**src/rtl/fwd_hazard_unit_pkg.sv**
```systemverilog
// Shared pipeline definitions for the forwarding / hazard unit.
//   REG_W        register-address width
//   reg_addr_t   register-address type
//   md_state_t   mul/div sequencer states (IDLE, BUSY, DONE)
//   FWD_*        operand-select encodings (EX/MEM beats MEM/WB beats RF)
//   stage_match  true when a pipeline stage writes a given non-zero source
package fwd_hazard_unit_pkg;

  localparam int unsigned REG_W = 5;

  typedef logic [REG_W-1:0] reg_addr_t;

  typedef enum logic [1:0] {
    IDLE = 2'd0,
    BUSY = 2'd1,
    DONE = 2'd2
  } md_state_t;

  localparam logic [1:0] FWD_RF  = 2'b00;
  localparam logic [1:0] FWD_WB  = 2'b01;
  localparam logic [1:0] FWD_MEM = 2'b10;

  // x0 is hard-wired zero, so a write to it never produces a usable value.
  function automatic logic stage_match(input logic regwrite,
                                       input reg_addr_t rd,
                                       input reg_addr_t src);
    return regwrite && (rd != '0) && (rd == src);
  endfunction

endpackage

```
**src/rtl/fwd_match.sv**
```systemverilog
// Priority forwarding select for a single source operand.
//   src           source register address
//   mem_rd/_regwrite  EX/MEM destination and write enable
//   wb_rd/_regwrite   MEM/WB destination and write enable
//   sel           FWD_MEM, FWD_WB or FWD_RF (EX/MEM has priority)
module fwd_match
  import fwd_hazard_unit_pkg::*;
(
  input  logic [REG_W-1:0] src,
  input  logic [REG_W-1:0] mem_rd,
  input  logic             mem_regwrite,
  input  logic [REG_W-1:0] wb_rd,
  input  logic             wb_regwrite,
  output logic [1:0]       sel
);

  always_comb begin
    sel = FWD_RF;
    if (stage_match(mem_regwrite, mem_rd, src)) begin
      sel = FWD_MEM;
    end else if (stage_match(wb_regwrite, wb_rd, src)) begin
      sel = FWD_WB;
    end
  end

endmodule

```
**src/rtl/fwd_hazard_unit.sv**
```systemverilog
// Forwarding and hazard-detection unit for a 5-stage pipeline with an
// iterative mul/div unit in EX.
//   clk, rst_n            clock, async active-low reset
//   mem_stall             cache stall freezing the whole pipeline
//   id_rs, id_use_br      ID sources; ID instruction resolves a branch/jalr
//   ex_rs, ex_rd, ex_*    ID/EX sources, destination and flags
//   mem_rd, mem_*         EX/MEM destination and flags
//   wb_rd, wb_regwrite    MEM/WB destination and write enable
//   ex_fwd_sel            EX operand select per source
//   id_fwd_sel            ID branch-operand select per source
//   stall_if, stall_id    hold PC and IF/ID
//   bubble_ex             insert a NOP into ID/EX
//   md_hold               hold EX/MEM inputs while mul/div iterates
//   bubble_cnt            saturating count of inserted bubbles
module fwd_hazard_unit
  import fwd_hazard_unit_pkg::*;
#(
  parameter int NUM_SRC = 2,
  parameter int MD_LAT  = 32,
  parameter int CNT_W   = 16
) (
  input  logic                     clk,
  input  logic                     rst_n,
  input  logic                     mem_stall,
  input  logic [NUM_SRC*REG_W-1:0] id_rs,
  input  logic                     id_use_br,
  input  logic [NUM_SRC*REG_W-1:0] ex_rs,
  input  logic [REG_W-1:0]         ex_rd,
  input  logic                     ex_regwrite,
  input  logic                     ex_memread,
  input  logic                     ex_md,
  input  logic [REG_W-1:0]         mem_rd,
  input  logic                     mem_regwrite,
  input  logic                     mem_memread,
  input  logic [REG_W-1:0]         wb_rd,
  input  logic                     wb_regwrite,
  output logic [NUM_SRC*2-1:0]     ex_fwd_sel,
  output logic [NUM_SRC*2-1:0]     id_fwd_sel,
  output logic                     stall_if,
  output logic                     stall_id,
  output logic                     bubble_ex,
  output logic                     md_hold,
  output logic [CNT_W-1:0]         bubble_cnt
);

  // BUSY runs MD_LAT-1 cycles (cnt MD_LAT-2 .. 0) and DONE adds one more.
  localparam logic [7:0] CNT_LOAD = 8'(MD_LAT - 2);

  md_state_t state, state_nxt;
  logic [7:0] cnt, cnt_nxt;

  logic [NUM_SRC*2-1:0] id_sel_raw;
  logic ex_hit, mem_hit, hazard;

  // ---------------------------------------------------------------------
  // Forwarding selects (ungated, valid in every FSM state)
  // ---------------------------------------------------------------------
  genvar g;
  generate
    for (g = 0; g < NUM_SRC; g++) begin : g_src
      fwd_match u_ex_match (
        .src          (ex_rs[g*REG_W +: REG_W]),
        .mem_rd       (mem_rd),
        .mem_regwrite (mem_regwrite),
        .wb_rd        (wb_rd),
        .wb_regwrite  (wb_regwrite),
        .sel          (ex_fwd_sel[g*2 +: 2])
      );

      fwd_match u_id_match (
        .src          (id_rs[g*REG_W +: REG_W]),
        .mem_rd       (mem_rd),
        .mem_regwrite (mem_regwrite),
        .wb_rd        (wb_rd),
        .wb_regwrite  (wb_regwrite),
        .sel          (id_sel_raw[g*2 +: 2])
      );
    end
  endgenerate

  assign id_fwd_sel = id_use_br ? id_sel_raw : '0;

  // ---------------------------------------------------------------------
  // Hazard detection against the ID sources
  // ---------------------------------------------------------------------
  always_comb begin
    ex_hit  = 1'b0;
    mem_hit = 1'b0;
    for (int unsigned s = 0; s < NUM_SRC; s++) begin
      ex_hit  = ex_hit  | stage_match(ex_regwrite,  ex_rd,  id_rs[s*REG_W +: REG_W]);
      mem_hit = mem_hit | stage_match(mem_regwrite, mem_rd, id_rs[s*REG_W +: REG_W]);
    end
  end

  assign hazard = (ex_memread && ex_hit)
               || (id_use_br && ex_hit)
               || (id_use_br && mem_memread && mem_hit)
               || ((state == BUSY) && ex_md && ex_hit);

  // ---------------------------------------------------------------------
  // Mul/div sequencer
  // ---------------------------------------------------------------------
  always_ff @(posedge clk or negedge rst_n) begin
    if (!rst_n) begin
      state <= IDLE;
      cnt   <= '0;
    end else begin
      state <= state_nxt;
      cnt   <= cnt_nxt;
    end
  end

  always_comb begin
    state_nxt = state;
    cnt_nxt   = cnt;
    md_hold   = 1'b0;
    case (state)
      IDLE: begin
        if (!mem_stall && ex_md) begin
          state_nxt = BUSY;
          cnt_nxt   = CNT_LOAD;
        end
      end
      BUSY: begin
        md_hold = 1'b1;
        if (!mem_stall) begin
          if (cnt == '0) begin
            state_nxt = DONE;
          end else begin
            cnt_nxt = cnt - 8'd1;
          end
        end
      end
      DONE: begin
        if (!mem_stall) begin
          if (ex_md) begin
            state_nxt = BUSY;
            cnt_nxt   = CNT_LOAD;
          end else begin
            state_nxt = IDLE;
          end
        end
      end
      default: begin
        state_nxt = IDLE;
        cnt_nxt   = '0;
      end
    endcase
  end

  // Stalls are not masked by mem_stall; only the bubble (and its count) is.
  assign stall_if  = md_hold | hazard;
  assign stall_id  = md_hold | hazard;
  assign bubble_ex = !md_hold && hazard && !mem_stall;

  always_ff @(posedge clk or negedge rst_n) begin
    if (!rst_n) begin
      bubble_cnt <= '0;
    end else if (bubble_ex && (bubble_cnt != '1)) begin
      bubble_cnt <= bubble_cnt + CNT_W'(1);
    end
  end

endmodule

```
**config.mk**
```make
export PLATFORM = sky130hd
export DESIGN_NAME = fwd_hazard_unit
export DESIGN_NICKNAME = d
export VERILOG_FILES = /design/src/rtl/fwd_hazard_unit_pkg.sv /design/src/rtl/fwd_match.sv /design/src/rtl/fwd_hazard_unit.sv
export SDC_FILE = /design/constraint.sdc
export NUM_CORES = 1
export LEC_CHECK = 0
export ABC_CLOCK_PERIOD_IN_PS = 4780
export CAP_MARGIN = 0
export CELL_PAD_IN_SITES_DETAIL_PLACEMENT = 1
export CELL_PAD_IN_SITES_GLOBAL_PLACEMENT = 1
export CORE_MARGIN = 2
export CORE_UTILIZATION = 51
export CTS_BUF_LIST = sky130_fd_sc_hd__clkbuf_16
export CTS_CLUSTER_DIAMETER = 60
export DETAILED_ROUTE_END_ITERATION = 7
export DONT_BUFFER_PORTS = 1
export PLACE_DENSITY = 0.89
export SLEW_MARGIN = 10
export SYNTH_ARGS = -nofsm -noshare
export SYNTH_HDL_FRONTEND = slang
export SYNTH_HIERARCHICAL = 1
export SYNTH_SLANG_ARGS = --single-unit
```
**constraint.sdc**
```tcl
create_clock -name clk -period 4.78 [get_ports clk]
set_clock_uncertainty 0.05 [all_clocks]
set_input_delay 0.478 -clock clk [delete_from_list [all_inputs] [get_ports clk]]
set_output_delay 0.478 -clock clk [all_outputs]
set_load 0.02 [all_outputs]
```
* After elaboration in Yosys (flattened, before gate mapping)
Index checks and enable logic that the tools add are counted.
Word-level totals: register bits 26, input bits 45, output and inout bits 28, logic and storage cells 84
Cells by class: add/subtract/negate cells 2, eq/ne operators 19, multiplexer cells 22, bitwise gates (word level) 3, reductions and logical operators 35
Operators with widths (count):
- $eq A5 B5 Y1 | 10
- $mux W8 | 5
- $pmux W8 S3 | 1
- $logic_and A1 B1 Y1 | 23
- $add A16 B1 Y16 const B | 1
- $mux W2 | 8
- $ne A16 B16 Y1 const B | 1
- $reduce_bool A5 Y1 | 3
- $ne A2 B2 Y1 const B | 5
- $logic_not A8 Y1 | 1
- $sub A8 B1 Y8 const B | 1
- $mux W1 | 6
- $pmux W2 S3 | 1
- $reduce_and A5 Y1 | 1
- $mux W4 | 1
- $reduce_and A4 Y1 | 1
- $logic_or A1 B1 Y1 | 3
- $or A1 B1 Y1 | 3
- $eq A2 B1 Y1 const B | 1
- $eq A2 B2 Y1 const B | 1
- $logic_not A1 Y1 | 2
- $logic_not A2 Y1 | 1
- $ne A2 B1 Y1 const B | 1

* Logic depth before layout (Yosys ltp)
depth after elaboration 11, gate-level depth with buffers 9, gate-level depth less buffers 8

* Cells and area by module
The synthesis kept the hierarchy.
Modules (own cells, without submodules):
- fwd_hazard_unit | times used 1, cells each 174, area an instance 1686.6 um2, seq. area each 650.6 um2
- fwd_match | times used 4, cells each 20, area an instance 151.4 um2, seq. area each 0.0 um2

* Least setup slack after synthesis
Ideal clock, no wire load.
path kind input to output, start in mem_rd[1], end out stall_if, arrival 1768 ps, data required time 4252 ps, slack 2484 ps, stages on the path 5, path buffers 1, cell sequence or4_1 > o2111ai_1 > o32a_1 > nand2_1 > buf_4
On the way: word-level cells in the longest chain between the ends 8, elaborated cells between the ends (all ways) 11, classes of those cells eq/ne (2); bitwise (2); reduce/logical (7)
Ends and longest elaborated chain:
- start: declaration | line fwd_hazard_unit.sv:32 | input logic [REG_W-1:0] mem_rd,
- $reduce_bool A5 Y1 | line fwd_hazard_unit_pkg.sv:27 | return regwrite && (rd != '0) && (rd == src);
- $logic_and A1 B1 Y1 (2 in a row) | line fwd_hazard_unit_pkg.sv:27
- $or A1 B1 Y1 (*) | line fwd_hazard_unit.sv:91 | mem_hit = mem_hit | stage_match(mem_regwrite, mem_rd, id_rs[s*REG_W +: REG_W]);
- $logic_and A1 B1 Y1 (*) | line fwd_hazard_unit.sv:97 | || (id_use_br && mem_memread && mem_hit)
- $logic_or A1 B1 Y1 (*) | line fwd_hazard_unit.sv:97
- $logic_or A1 B1 Y1 (*) | line fwd_hazard_unit.sv:98 | || ((state == BUSY) && ex_md && ex_hit);
- $or A1 B1 Y1 (*)
- end: declaration | line fwd_hazard_unit.sv:39 | output logic stall_if,
Every way passes the cells marked *; elsewhere a longest branch is shown, timed or not.

* Final worst setup path
start reg state[1], end out bubble_ex
On the way: elaborated cells between the ends (all ways) 8, classes of those cells eq/ne (1); mux (1); reduce/logical (6)
RTL lines:
- start: declaration | line fwd_hazard_unit.sv:49 | md_state_t state, state_nxt;
- start signal: assignment | line fwd_hazard_unit.sv:108 | state <= state_nxt;
- $eq A2 B1 Y1 | line fwd_hazard_unit.sv:117 | case (state)
- $mux W1 | line fwd_hazard_unit.sv:117
- via md_hold | line fwd_hazard_unit.sv:42 | output logic md_hold,
- $logic_not A1 Y1 | line fwd_hazard_unit.sv:154 | assign bubble_ex = !md_hold && hazard && !mem_stall;
- $logic_and A1 B1 Y1 (2 in a row) | line fwd_hazard_unit.sv:154
- end: declaration | line fwd_hazard_unit.sv:41 | output logic bubble_ex,
The timed path passes the listed nets, and every way through them passes these cells.

==> results.sh <==
export IMPL_fillCellCount=504
export IMPL_post_cts_resized=0
export IMPL_cts_root_buf="clkbuf_16"
export IMPL_stdcell_count=307
export IMPL_dr_total_vias=1943
export IMPL_ios=73
export IMPL_slew_headroom_pct=23.9
export IMPL_worstSetupEndpointType="output port"
export IMPL_fin_crit_sh_pct=56.4
export IMPL_hold_violations=0
export IMPL_area_growth_pct=7.04
export IMPL_swShare_pct=28.4
export IMPL_seq_area_um2=651
export IMPL_syn_inst=254
export IMPL_yosys_top_cells_count="43 x xor2_1, 26 x dfrtp_1, 26 x xnor2_1"
export IMPL_power_frac_clock_pct=36.1
export IMPL_dp_hpwl_um=4670
export IMPL_drv_cap=0
export IMPL_r2r_start="bubble_cnt[0]"
export IMPL_dp_cells=301
export IMPL_p_seq_share_pct=40.6
export IMPL_multi_input_area_um2=1590
export IMPL_holdWs_ns=0.282
export IMPL_gp_congestion=0.785
export IMPL_p_sw_mw=0.191
export IMPL_synth_top_area_share_pct=28.4
export IMPL_ant_nets=0
export IMPL_pre_cts_slack_ns=2.15
export IMPL_diodes=0
export IMPL_wl_per_cell_um=19.9
export IMPL_die_w_um=71.0
export IMPL_final_core_util_pct=56.4
export IMPL_drive_gt1_share_pct=11.4
export IMPL_tightest_slew_ns=1.14
export IMPL_min_delay_start="mem_stall"
export IMPL_drt_iter0_drc=99
export IMPL_clock_sinks=26
export IMPL_outcome="finished, final reports clean"
export IMPL_grt_overflow_total=0
export IMPL_p_leak_nw=0.943
export IMPL_antenna_found_initial=0
export IMPL_synth_nets=301
export IMPL_grt_pass1_wl_um=10600
export IMPL_arrival_ns=2.17
export IMPL_synth_edff_count=0
export IMPL_synth_top_cell_by_area="dfrtp_1"
export IMPL_ys_seq_area_share_pct=28.4
export IMPL_core_area_um2=4350
export IMPL_postPlaceCellArea_um2=2320
export IMPL_path_clk_slew_ns=0.06
export IMPL_io_buffers=0
export IMPL_power_mw=0.673
export IMPL_fmax_ghz=0.371
export IMPL_final_cell_area_um2=2450
export IMPL_yosysMostFrequentCell="xor2_1"
export IMPL_crit_required_ns=4.25
export IMPL_synth_cell_area_um2=2290
export IMPL_startpoint_type="flop"
export IMPL_r2r_end="bubble_cnt[3]"
export IMPL_grt_pass1_vias=2161
export IMPL_rsz0062_at_grt="false"
export IMPL_reg2regPathDepth=6
export IMPL_min_path_cells=1
export IMPL_gr_usage_all_layers_pct=25.8
export IMPL_async_reset_ff_share_pct=100
export IMPL_ys_warn_count=6
export IMPL_hold_end="state[1]"
export IMPL_die_y_um=71.0
export IMPL_ys_top_cells_by_area="dfrtp_1 28%, xor2_1 16%, xnor2_1 9.9%"
export IMPL_finalSetupViolations=0
export IMPL_cts_tree="yes"
export IMPL_dr_pass1_iters=4
export IMPL_min_period_ns=2.70
export IMPL_cts_max_level=1
export IMPL_clk_latency_ns=0.26
export IMPL_slew_violations=0
export IMPL_r2r_slack_ns=2.12
export IMPL_num_rows=24
export IMPL_hp_class="primary input to flop"
export IMPL_dieArea_um2=5050
export IMPL_start_util_pct=52.6
export IMPL_numCtsBuffers=3
export IMPL_drc=0
export IMPL_peakVddDrop_uv=298
export IMPL_avgSynthCellArea_um2=9.02
export IMPL_internal_power_mw=0.481
export IMPL_fin_nets=303
export IMPL_synth_distinct_cells=40
export IMPL_power_frac_comb_pct=23.3
export IMPL_power_density_nw_per_um2=274
export IMPL_path_class="flop to output port"
export IMPL_ys_seq_elements=26
export IMPL_wl_um=6120
export IMPL_viasPerCell=6.33
export IMPL_synth_main_ff_cell="dfrtp_1"
export IMPL_clk_path_buf_depth=2
export IMPL_grt_max_degree=27
export IMPL_critPathMaxFanout=9
export IMPL_layout_setup_ws_ns=2.08
export IMPL_fin_setup_tns_ns=0
==> final cells by class <==
class	count	area share, %
clock buffers	3	3.06
repair buffers	2	1.22
clock inverters	1	1.22
well taps	52	2.65
multi-input cells	219	64.7
inverters	4	0.612
flip-flops and latches	26	26.5
==> how the worst max path moves through the flow <==
stage / depth (start not counted) / to / startpoint
4_1_cts: 5 / bubble_ex / state[1]
2_1_floorplan: 5 / stall_if / mem_rd[1]
3_3_place_gp: 7 / bubble_cnt[14] / state[1]
3_5_place_dp: 6 / bubble_cnt[11] / bubble_cnt[0]
5_1_grt: 6 / bubble_cnt[14] / bubble_cnt[1]
6_report: 5 / bubble_ex / state[1]
==> repair_timing <==
| item | CTS | global route |
|---|---|---|
| buffers inserted | 0 | 0 |
| endpoints found under the hold margin | 26 | 0 |
| hold buffers | 2 | 0 |
| endpoints found under the setup margin | 0 | 0 |
==> kinds of logic (layout without fill, tap and decap cells) <==
group / after synthesis / count (layout) / synth area share (%)
flops: 26 / 26 / 28.4
simple gates: 105 / 105 / 25.5
fa+ha+maj: 2 / 2 / 1.09
compound gates: 43 / 43 / 16.3
xor+xnor: 69 / 69 / 26.4
buf+inv: 9 / 10 / 2.35
==> placed cells by master, fill, tap and decap left out, types with 2 or more instances in the layout <==
cell type,netlist,layout
clkbuf_16,0,3
and2_1,5,5
inv_1,4,4
nand3b_1,2,2
a21o_1,2,2
o41ai_2,4,4
nor3b_1,2,2
dfrtp_1,26,26
o22a_1,4,4
a21oi_1,8,8
o21a_1,3,3
nor3_2,12,12
a211oi_2,4,4
xor2_1,43,43
o21ai_0,3,3
nand3_1,12,12
nor4_1,6,6
nand2_1,20,20
xnor2_1,26,26
nor3_1,15,15
or4_1,2,2
nor2_1,19,19
a22oi_1,3,3
ha_1,2,2
o21ai_1,4,4
nand4_1,7,7
==> power groups by stage <==
stage	logic (mW)	registers, mW	clock network, mW
after floorplan	0.134	0.265	0
after global placement	0.138	0.273	0
after detailed placement	0.149	0.276	0
after CTS	0.158	0.272	0.249
after global routing	0.179	0.276	0.254
final	0.157	0.273	0.243
==> flip-flops by register name, summed over array words and instances, names as in the netlist <==
signal and flops:
bubble_cnt 16, cnt 8, state 2
==> critical path, cell delays in order (launching register included) <==
cell and delay (ns):
dfrtp_1 0.48, nand2b_4 0.20, inv_1 0.24, a211oi_1 0.16, o32a_1 0.33, nor3_1 0.49
==> layer usage <==
| layer | GRT usage (%) | vias up | wire length [µm] |
|---|---|---|---|
| li1 | - | 917 | - |
| met4 | 6.92 | 0 | 74 |
| met5 | 0 | - | 0 |
| met1 | 32.4 | 956 | 2540 |
| met2 | 44.7 | 61 | 3110 |
| met3 | 5.98 | 9 | 393 |
No activity file was read; power rests on OpenSTA's default activity.
